===== src/rtl/reg_scoreboard.sv =====
// reg_scoreboard: hazard scoreboard and forwarding controller.
// Tracks every instruction between issue and write-back in a DEPTH-stage shift pipeline. For
// each enabled source it either selects the youngest matching stage as the forwarding source,
// or stalls decode while that result is not yet produced.
//
// Ports:
//   clk1, rst_n           pipeline clock, asynchronous active-low reset
//   iss_*                 decode-side instruction (sources, destinations, latency)
//   flush                 discard all in-flight entries, refuse issue this cycle
//   stall, iss_ok         decode hold / entry accepted (combinational)
//   fwd_sel, fwd_hi       per-source forwarding stage and high-word select (combinational)
//   wb_*                  write-back of the stage-DEPTH entry (combinational)
//   pending               registered per-register "result outstanding" mask
//   stall_count           registered saturating count of stalled cycles
module reg_scoreboard #(
    parameter int unsigned NREGS  = 16,
    parameter int unsigned AW     = 4,
    parameter int unsigned DEPTH  = 3,
    parameter int unsigned NSRC   = 4,
    parameter int unsigned STALLW = 16,
    parameter int unsigned LW     = 2,
    localparam int unsigned FW    = $clog2(DEPTH + 1)
) (
    input  logic                 clk1,
    input  logic                 rst_n,
    input  logic                 iss_valid,
    input  logic [NSRC*AW-1:0]   iss_src,
    input  logic [NSRC-1:0]      iss_src_en,
    input  logic [AW-1:0]        iss_dst0,
    input  logic                 iss_dst0_en,
    input  logic [AW-1:0]        iss_dst1,
    input  logic                 iss_dst1_en,
    input  logic [LW-1:0]        iss_lat,
    input  logic                 flush,
    output logic                 stall,
    output logic                 iss_ok,
    output logic [NSRC*FW-1:0]   fwd_sel,
    output logic [NSRC-1:0]      fwd_hi,
    output logic                 wb_valid,
    output logic [AW-1:0]        wb_dst0,
    output logic                 wb_dst0_en,
    output logic [AW-1:0]        wb_dst1,
    output logic                 wb_dst1_en,
    output logic [NREGS-1:0]     pending,
    output logic [STALLW-1:0]    stall_count
);

    // Index k holds the entry in stage k+1.
    logic [DEPTH-1:0]          vld_q, vld_d;
    logic [DEPTH-1:0]          e0_q, e0_d;
    logic [DEPTH-1:0]          e1_q, e1_d;
    logic [DEPTH-1:0][AW-1:0]  d0_q, d0_d;
    logic [DEPTH-1:0][AW-1:0]  d1_q, d1_d;
    logic [DEPTH-1:0][FW-1:0]  lat_q, lat_d;
    logic [NREGS-1:0]          pending_d;
    logic [FW-1:0]             lat_c;
    logic                      stall_raw;
    logic                      wb_dup;

    always_comb begin
        if (iss_lat == '0) begin
            lat_c = FW'(1);
        end else if (32'(iss_lat) > DEPTH) begin
            lat_c = FW'(DEPTH);
        end else begin
            lat_c = FW'(iss_lat);
        end
    end

    // Per-source scan, youngest stage first; the first match decides forward or stall.
    always_comb begin : scan
        logic [AW-1:0] src;
        logic          found;
        logic          m0;
        logic          m1;
        stall_raw = 1'b0;
        fwd_sel   = '0;
        fwd_hi    = '0;
        src       = '0;
        found     = 1'b0;
        m0        = 1'b0;
        m1        = 1'b0;
        for (int s = 0; s < NSRC; s++) begin
            src   = iss_src[s*AW +: AW];
            found = 1'b0;
            if (iss_src_en[s]) begin
                for (int k = 0; k < DEPTH; k++) begin
                    m0 = vld_q[k] & e0_q[k] & (d0_q[k] == src);
                    m1 = vld_q[k] & e1_q[k] & (d1_q[k] == src);
                    if (!found && (m0 || m1)) begin
                        found = 1'b1;
                        if (FW'(k + 1) >= lat_q[k]) begin
                            fwd_sel[s*FW +: FW] = FW'(k + 1);
                            fwd_hi[s]           = m1;
                        end else begin
                            stall_raw = 1'b1;
                        end
                    end
                end
            end
        end
    end

    assign stall  = iss_valid & stall_raw;
    // Held low during reset so nothing reads as accepted while state is being cleared.
    assign iss_ok = rst_n & iss_valid & ~stall & ~flush;

    // A dual-destination entry naming the same register twice writes once, via dst1.
    assign wb_dup     = e0_q[DEPTH-1] & e1_q[DEPTH-1] & (d0_q[DEPTH-1] == d1_q[DEPTH-1]);
    assign wb_valid   = vld_q[DEPTH-1];
    assign wb_dst0_en = vld_q[DEPTH-1] & e0_q[DEPTH-1] & ~wb_dup;
    assign wb_dst1_en = vld_q[DEPTH-1] & e1_q[DEPTH-1];
    assign wb_dst0    = wb_dst0_en ? d0_q[DEPTH-1] : '0;
    assign wb_dst1    = wb_dst1_en ? d1_q[DEPTH-1] : '0;

    always_comb begin
        vld_d = '0;
        e0_d  = '0;
        e1_d  = '0;
        d0_d  = '0;
        d1_d  = '0;
        lat_d = '0;
        if (!flush) begin
            for (int k = 1; k < DEPTH; k++) begin
                vld_d[k] = vld_q[k-1];
                e0_d[k]  = e0_q[k-1];
                e1_d[k]  = e1_q[k-1];
                d0_d[k]  = d0_q[k-1];
                d1_d[k]  = d1_q[k-1];
                lat_d[k] = lat_q[k-1];
            end
            if (iss_ok) begin
                vld_d[0] = 1'b1;
                e0_d[0]  = iss_dst0_en;
                e1_d[0]  = iss_dst1_en;
                d0_d[0]  = iss_dst0;
                d1_d[0]  = iss_dst1;
                lat_d[0] = lat_c;
            end
        end
    end

    // pending is registered, so it is built from the entries present next cycle.
    always_comb begin
        pending_d = '0;
        for (int k = 0; k < DEPTH; k++) begin
            if (vld_d[k] && e0_d[k]) pending_d[d0_d[k]] = 1'b1;
            if (vld_d[k] && e1_d[k]) pending_d[d1_d[k]] = 1'b1;
        end
    end

    always_ff @(posedge clk1 or negedge rst_n) begin
        if (!rst_n) begin
            vld_q       <= '0;
            e0_q        <= '0;
            e1_q        <= '0;
            d0_q        <= '0;
            d1_q        <= '0;
            lat_q       <= '0;
            pending     <= '0;
            stall_count <= '0;
        end else begin
            vld_q   <= vld_d;
            e0_q    <= e0_d;
            e1_q    <= e1_d;
            d0_q    <= d0_d;
            d1_q    <= d1_d;
            lat_q   <= lat_d;
            pending <= pending_d;
            if (stall && (stall_count != '1)) begin
                stall_count <= stall_count + 1'b1;
            end
        end
    end

endmodule


===== config.mk =====
export PLATFORM = sky130hd
export DESIGN_NAME = reg_scoreboard
export DESIGN_NICKNAME = d
export VERILOG_FILES = /design/src/rtl/reg_scoreboard.sv
export SDC_FILE = /design/constraint.sdc
export NUM_CORES = 1
export LEC_CHECK = 0
export ABC_CLOCK_PERIOD_IN_PS = 4400
export CORE_ASPECT_RATIO = 1.2
export CORE_MARGIN = 1.5
export CORE_UTILIZATION = 50
export CTS_BUF_LIST = sky130_fd_sc_hd__clkbuf_4 sky130_fd_sc_hd__clkbuf_8
export CTS_CLUSTER_SIZE = 8
export DETAILED_ROUTE_END_ITERATION = 6
export HOLD_SLACK_MARGIN = 0.08
export PLACE_DENSITY = 0.91
export SYNTH_ARGS = -nofsm -noshare
export SYNTH_HDL_FRONTEND = slang
export SYNTH_SLANG_ARGS = --single-unit

===== constraint.sdc =====
create_clock -name clk1 -period 4.4 [get_ports clk1]
set_clock_uncertainty 0.2 [all_clocks]
set_input_delay 1.32 -clock clk1 [delete_from_list [all_inputs] [get_ports clk1]]
set_output_delay 1.32 -clock clk1 [all_outputs]
set_load 0.01 [all_outputs]

# Yosys cells after proc, flatten, opt, wreduce, memory -nomap -nowiden
# Index checks and enable logic that the tools add are counted.
# totals
regBits,71
inputBits,36
out_inout_bits,57
word_cells,275
# classes
add_sub_neg,1
n_lt_le_gt_ge,15
n_eq_ne,26
mux,132
bitwise,45
n_reduce_logical,42
# op_table
operator,count
4-bit == test,25
16-bit 2-to-1 mux,6
1-bit 2-to-1 mux,88
16-bit bitwise OR,5
2-bit 2-to-1 mux,22
1-bit AND,37
"4-bit by 5-bit less-than comparator with 1-bit output, second input constant",6
1-bit demux with 4-bit select,6
"4-bit by 1-bit greater-or-equal comparator with 1-bit output, second input constant",6
12-bit 2-to-1 mux,2
1-bit logical AND,21
"16-bit by 1-bit adder with 16-bit output, second input constant",1
4-bit 2-to-1 mux,4
"16-bit != test, second input constant",1
1-bit logical OR,12
3-bit 2-to-1 mux,3
1-bit zero test,8
6-bit 2-to-1 mux,1
"2-bit greater-or-equal comparator, first input constant",2
1-bit NOT,3
"1-bit by 2-bit greater-or-equal comparator with 1-bit output, first input constant",1
2-bit zero test,1

# Longest topological paths before layout
# depth
ltp_word,57
depth_mapped,11
mapped_depth_nobuf,10

# Worst setup path before layout
# No wires, ideal clock.
# synth_path
kind,input to output
startpoint,in iss_src[12]
endpoint,out stall
t_arrival_ns,3.052
required_time_ns,2.880
slack_ns,-0.172
cell_stages,10
path_buffers,3
cell_sequence,buf_2 -> xor2_1 -> nor4_2 -> a22oi_1 -> o22a_1 -> a21oi_2 -> nor2_4 -> buf_6 -> buf_2 -> nor2b_1
# synth_via
elab_chain_cells,14
elab_cells_between_ends,30
classes_between,eq/ne (6); mux (10); bitwise (7); reduce/logical (7)
# synth_rtl
item,line_no,text
start: declaration,27,"input logic [NSRC*AW-1:0] iss_src,"
"4-bit == test, on equally long branches","88, 89",
"1-bit AND, on equally long branches","88, 89",
1-bit logical OR,90,if (!found && (m0 || m1)) begin
1-bit 2-to-1 mux,90,
1-bit 2-to-1 mux,86,if (iss_src_en[s]) begin
1-bit zero test,90,
1-bit logical AND,90,
1-bit 2-to-1 mux,90,
1-bit 2-to-1 mux,86,
1-bit zero test,90,
1-bit logical AND,90,
1-bit 2-to-1 mux (*),90,
1-bit 2-to-1 mux (*),86,
1-bit AND (*),104,assign stall = iss_valid & stall_raw;
end: declaration,35,"output logic stall,"
# Mark *: on every way between the ends. The rest lies on a longest branch, timed or not. The select of a mux whose other input is x is not followed.

# Worst setup path after layout
# layout_path
startpoint,in iss_src[6]
endpoint,out stall
# layout_via
elab_chain_cells,29
elab_cells_between_ends,46
classes_between,eq/ne (6); mux (26); bitwise (7); reduce/logical (7)
# layout_rtl
item,line_no,text
"4-bit == test, on equally long branches","88, 89",
"1-bit AND, on equally long branches","88, 89",
1-bit logical OR,90,
1-bit 2-to-1 mux,90,
1-bit 2-to-1 mux,86,
1-bit zero test,90,
1-bit logical AND,90,
1-bit 2-to-1 mux,90,
(+13 left out),--,
1-bit 2-to-1 mux,92,if (FW'(k + 1) >= lat_q[k]) begin
1-bit 2-to-1 mux,90,
1-bit 2-to-1 mux,92,
1-bit 2-to-1 mux,90,
1-bit 2-to-1 mux,92,
1-bit 2-to-1 mux,90,
1-bit 2-to-1 mux (*),86,
1-bit AND (*),104,
# Marked as above.

==> key figures <==
Outcome
  • Status: finished, violations left
  • Failing checks: negative setup slack

Layout
  • Ratio of cells with drive above 1 in the final layout: 28.0%
  • Final core utilization: 71.7%
  • Synthesis-to-layout area growth: 39.7%
  • Fill count: 690
  • N_diodes: 0
  • Final #Nets: 751

Clock tree
  • Root buffer cell: clkbuf_8
  • Clock slew at reported path FFs: 70 ps
  • Worst-skew pair later-pin latency: 370 ps
  • CTS hold repair buffers: 0
  • Clk sinks: 69
  • Clock Path Buffers: 2
  • H-tree depth: 3
  • Cts bufs inserted: 9
  • TritonCTS clock tree: yes

Synthesis
  • Share of the synthesized area in the top cell type: 33.8%
  • Synthesis-stage register bit count: 69
  • Share of synthesized area occupied by flip-flops and latches: 33.8%
  • Syn Std Cell Area: 5110 sq um
  • Top cells by area, synth: dfrtp_1 34%, xnor2_1 10%, xor2_1 9.3%
  • Synth area leader: dfrtp_1
  • Most common cell in the synthesized netlist: dfrtp_1
  • Ys flop type: dfrtp_1
  • Number of synthesized flops with an enable pin: 0
  • Synth top cells by count: 69 x dfrtp_1, 61 x xnor2_1, 54 x xor2_1, 39 x nand2_1, 38 x nor2_1
  • Average size of a mapped cell: 8.66 sq um
  • Yosys warns: 0
  • Synthesized instance count: 590
  • Synth unique cells: 58
  • Syn_nets: 627
  • Async set or reset register ratio after synthesis: 100%

Setup path
  • Crit-path slowest cell: a221o_1
  • Cell mode on critical path: buf_6
  • Critical path class: in2out
  • WP data arrival: 3130 ps
  • Critical-path cell list: buf_8 -> xor2_2 -> nor4_4 -> buf_4 -> a221o_1 -> o32a_1 -> a21oi_2 -> nor2_4 -> buf_6 -> nor2b_4 -> buf_6
  • CP Max Fanout: 2
  • CP delay by family, top: compound AO/OA/AOI/OAI gates
  • CP peak stage delay: 360 ps
  • Startpoint Class: primary input
  • WP data required: 2880 ps
  • Crit end category: output pin
  • WP buf/inv: 4

Worst hold path
  • Hold WC Path Type: reg2reg

STA
  • Setup WS post-layout: -252 ps
  • Fmax: 0.215 GHz
  • Slew Limit Headroom: 22.0%
  • Worst Max-Slew Pin Slew: 1160 ps
  • Tmin final: 4650 ps
  • RSZ-0062 raised after global routing: yes
  • Slew Limit Fails: 0
  • Fin. Hold Viols: 0
  • Tcrit/Tclk final: 106%
  • Final setup violation count: 4

Routing
  • Drt initial violations: 378
  • Vias: 5165
  • Vias per cell: 6.11
  • Drt drc: 0
  • Routed Wire Length: 18.2 mm
  • Pre-antenna DRT Iters: 7
  • Post-route ant nets: 0
  • Wirelength per Cell: 21.5 um

Pwr
  • P_leak: 3.14 nW
  • PwrDens: 206 nW/um^2
  • Power Total: 0.00147 W
  • Peak VDD IR: 230 uV

Die
  • I/O pin count: 93
  • Die area: 10800 sq um
  • Row count: 40
  • Core Area: 9960 sq um
  • Initial core utilization: 51.3%
  • Die Ht: 114 um
  • Die width: 95.3 um

Global routing
  • Vias in the first global route: 5040
  • Initial antenna violation count: 0
  • Total gr overflow: 0
  • Global-route usage over all layers: 33.1%
  • First-pass GRT wire length: 26.8 mm
  • Pin count of the biggest net entering global routing: 70

Placed design
  • PortBufs: 92
  • Setup WS pre-CTS: -903 ps
  • Routability cong.: 1.06
  • HPWL Detailed: 12.4 mm

Run
  • Total of max-cap violations: 0
==> cell type report <==
type	instances	area [sq um]	area share, %
Clock inverter	6	86.3	1.21
Inverter	21	81.3	1.14
Sequential cell	69	1730	24.2
Multi-Input combinational cell	443	3450	48.4
Clock buffer	10	131	1.84
Tap cell	126	158	2.21
Timing Repair Buffer	170	1500	21.1
==> cells in the final DEF, fill, tap and decap left out, types with 4 or more instances in the layout <==
cell / n
a21oi_1: 5
a21oi_2: 4
a221o_1: 4
a22o_1: 7
a22oi_1: 6
a31oi_1: 13
a41oi_1: 6
and2_1: 12
and3_1: 9
buf_2: 12
buf_4: 68
buf_6: 19
buf_8: 5
clkbuf_8: 9
clkdlybuf4s50_1: 61
dfrtp_1: 69
inv_1: 18
nand2_1: 39
nand3_1: 27
nand3_2: 5
nand4_1: 16
nor2_1: 34
nor2_2: 4
nor2b_1: 31
nor3_1: 23
nor3_2: 5
nor4_2: 6
o221ai_1: 4
o31ai_1: 9
o32a_1: 4
o41ai_1: 4
xnor2_1: 41
xnor2_2: 20
xor2_1: 47
xor2_2: 6
==> per-layer routing <==
layer  up-vias  wire (um)  GRT usage (%)
met1      2476       6560           38.2
met2       312       9000           54.3
met4         0       1090           21.1
met3        77       1510           7.87
met5         -          0              0
li1       2300          -              -
==> stage by stage <==
step | TNS (ps) | cell area (sq um) | instances | hold slack [ps]
floorplan | -61.2 | 5150 | 590 | 239
global placement | -10820 | 6360 | 811 | 245
detailed placement | -11150 | 6360 | 811 | 263
CTS | -134 | 6830 | 842 | 280
global route | -694 | 7140 | 845 | 306
finish | -499 | 7140 | 845 | 274
==> state kept, by name (all words and copies together), names as in the netlist <==
name         cells
d0_q            12
d1_q            12
e0_q             3
e1_q             3
lat_q            4
pending         16
stall_count     16
vld_q            3
==> power breakdown <==
group	switching [W]	internal (W)	leakage [nW]	total, W
Combinational	0.000128	0.000120	2.08	0.000248
Sequential	0.0000188	0.000641	0.958	0.000660
Clock	0.000241	0.000325	0.110	0.000566
==> kinds of logic (layout without fill, tap and decap cells) <==
family          Yosys count  in the layout  share of synthesized area (%)
xor+xnor                115            115                           19.7
compound gates           94             94                           14.3
buf+inv                  78            207                           7.20
flops                    69             69                           33.8
simple gates            231            231                           24.3
mux                       2              2                          0.441
fa+ha+maj                 1              1                          0.245
==> worst register-to-register path: cells and delay by family (launching register included) <==
family                    cells  cell delay [ps]
AOI/OAI and AO/OA             3              730
and+or+nand+nor               3              570
buffers and inverters         4              590
xor gates and xnor gates      2              520
DFF                           1              620
==> final timing paths <==
kind | slack [ps] | depth (start not counted) | from | endpoint
worst max-delay path | -250 | 11 | iss_src[6] | stall
worst max register to register | 1050 | 12 | d1_q[2]$_DFF_PN0_ | stall_count[4]$_DFFE_PN0P_
min in group asynchronous | 960 | 2 | rst_n | stall_count[7]$_DFFE_PN0P_
max in group asynchronous | 2490 | 2 | rst_n | d1_q[2]$_DFF_PN0_
worst min register to register | 270 | 1 | lat_q[0]$_DFF_PN0_ | lat_q[2]$_DFF_PN0_
worst min-delay path | 270 | 1 | lat_q[0]$_DFF_PN0_ | lat_q[2]$_DFF_PN0_
==> timing repair <==
action,CTS,global route
endpoints found under the setup margin,14,14
pin swaps,31,38
buffers inserted,16,5
resized for setup,155,78
Power figures use the tool's default switching activity.
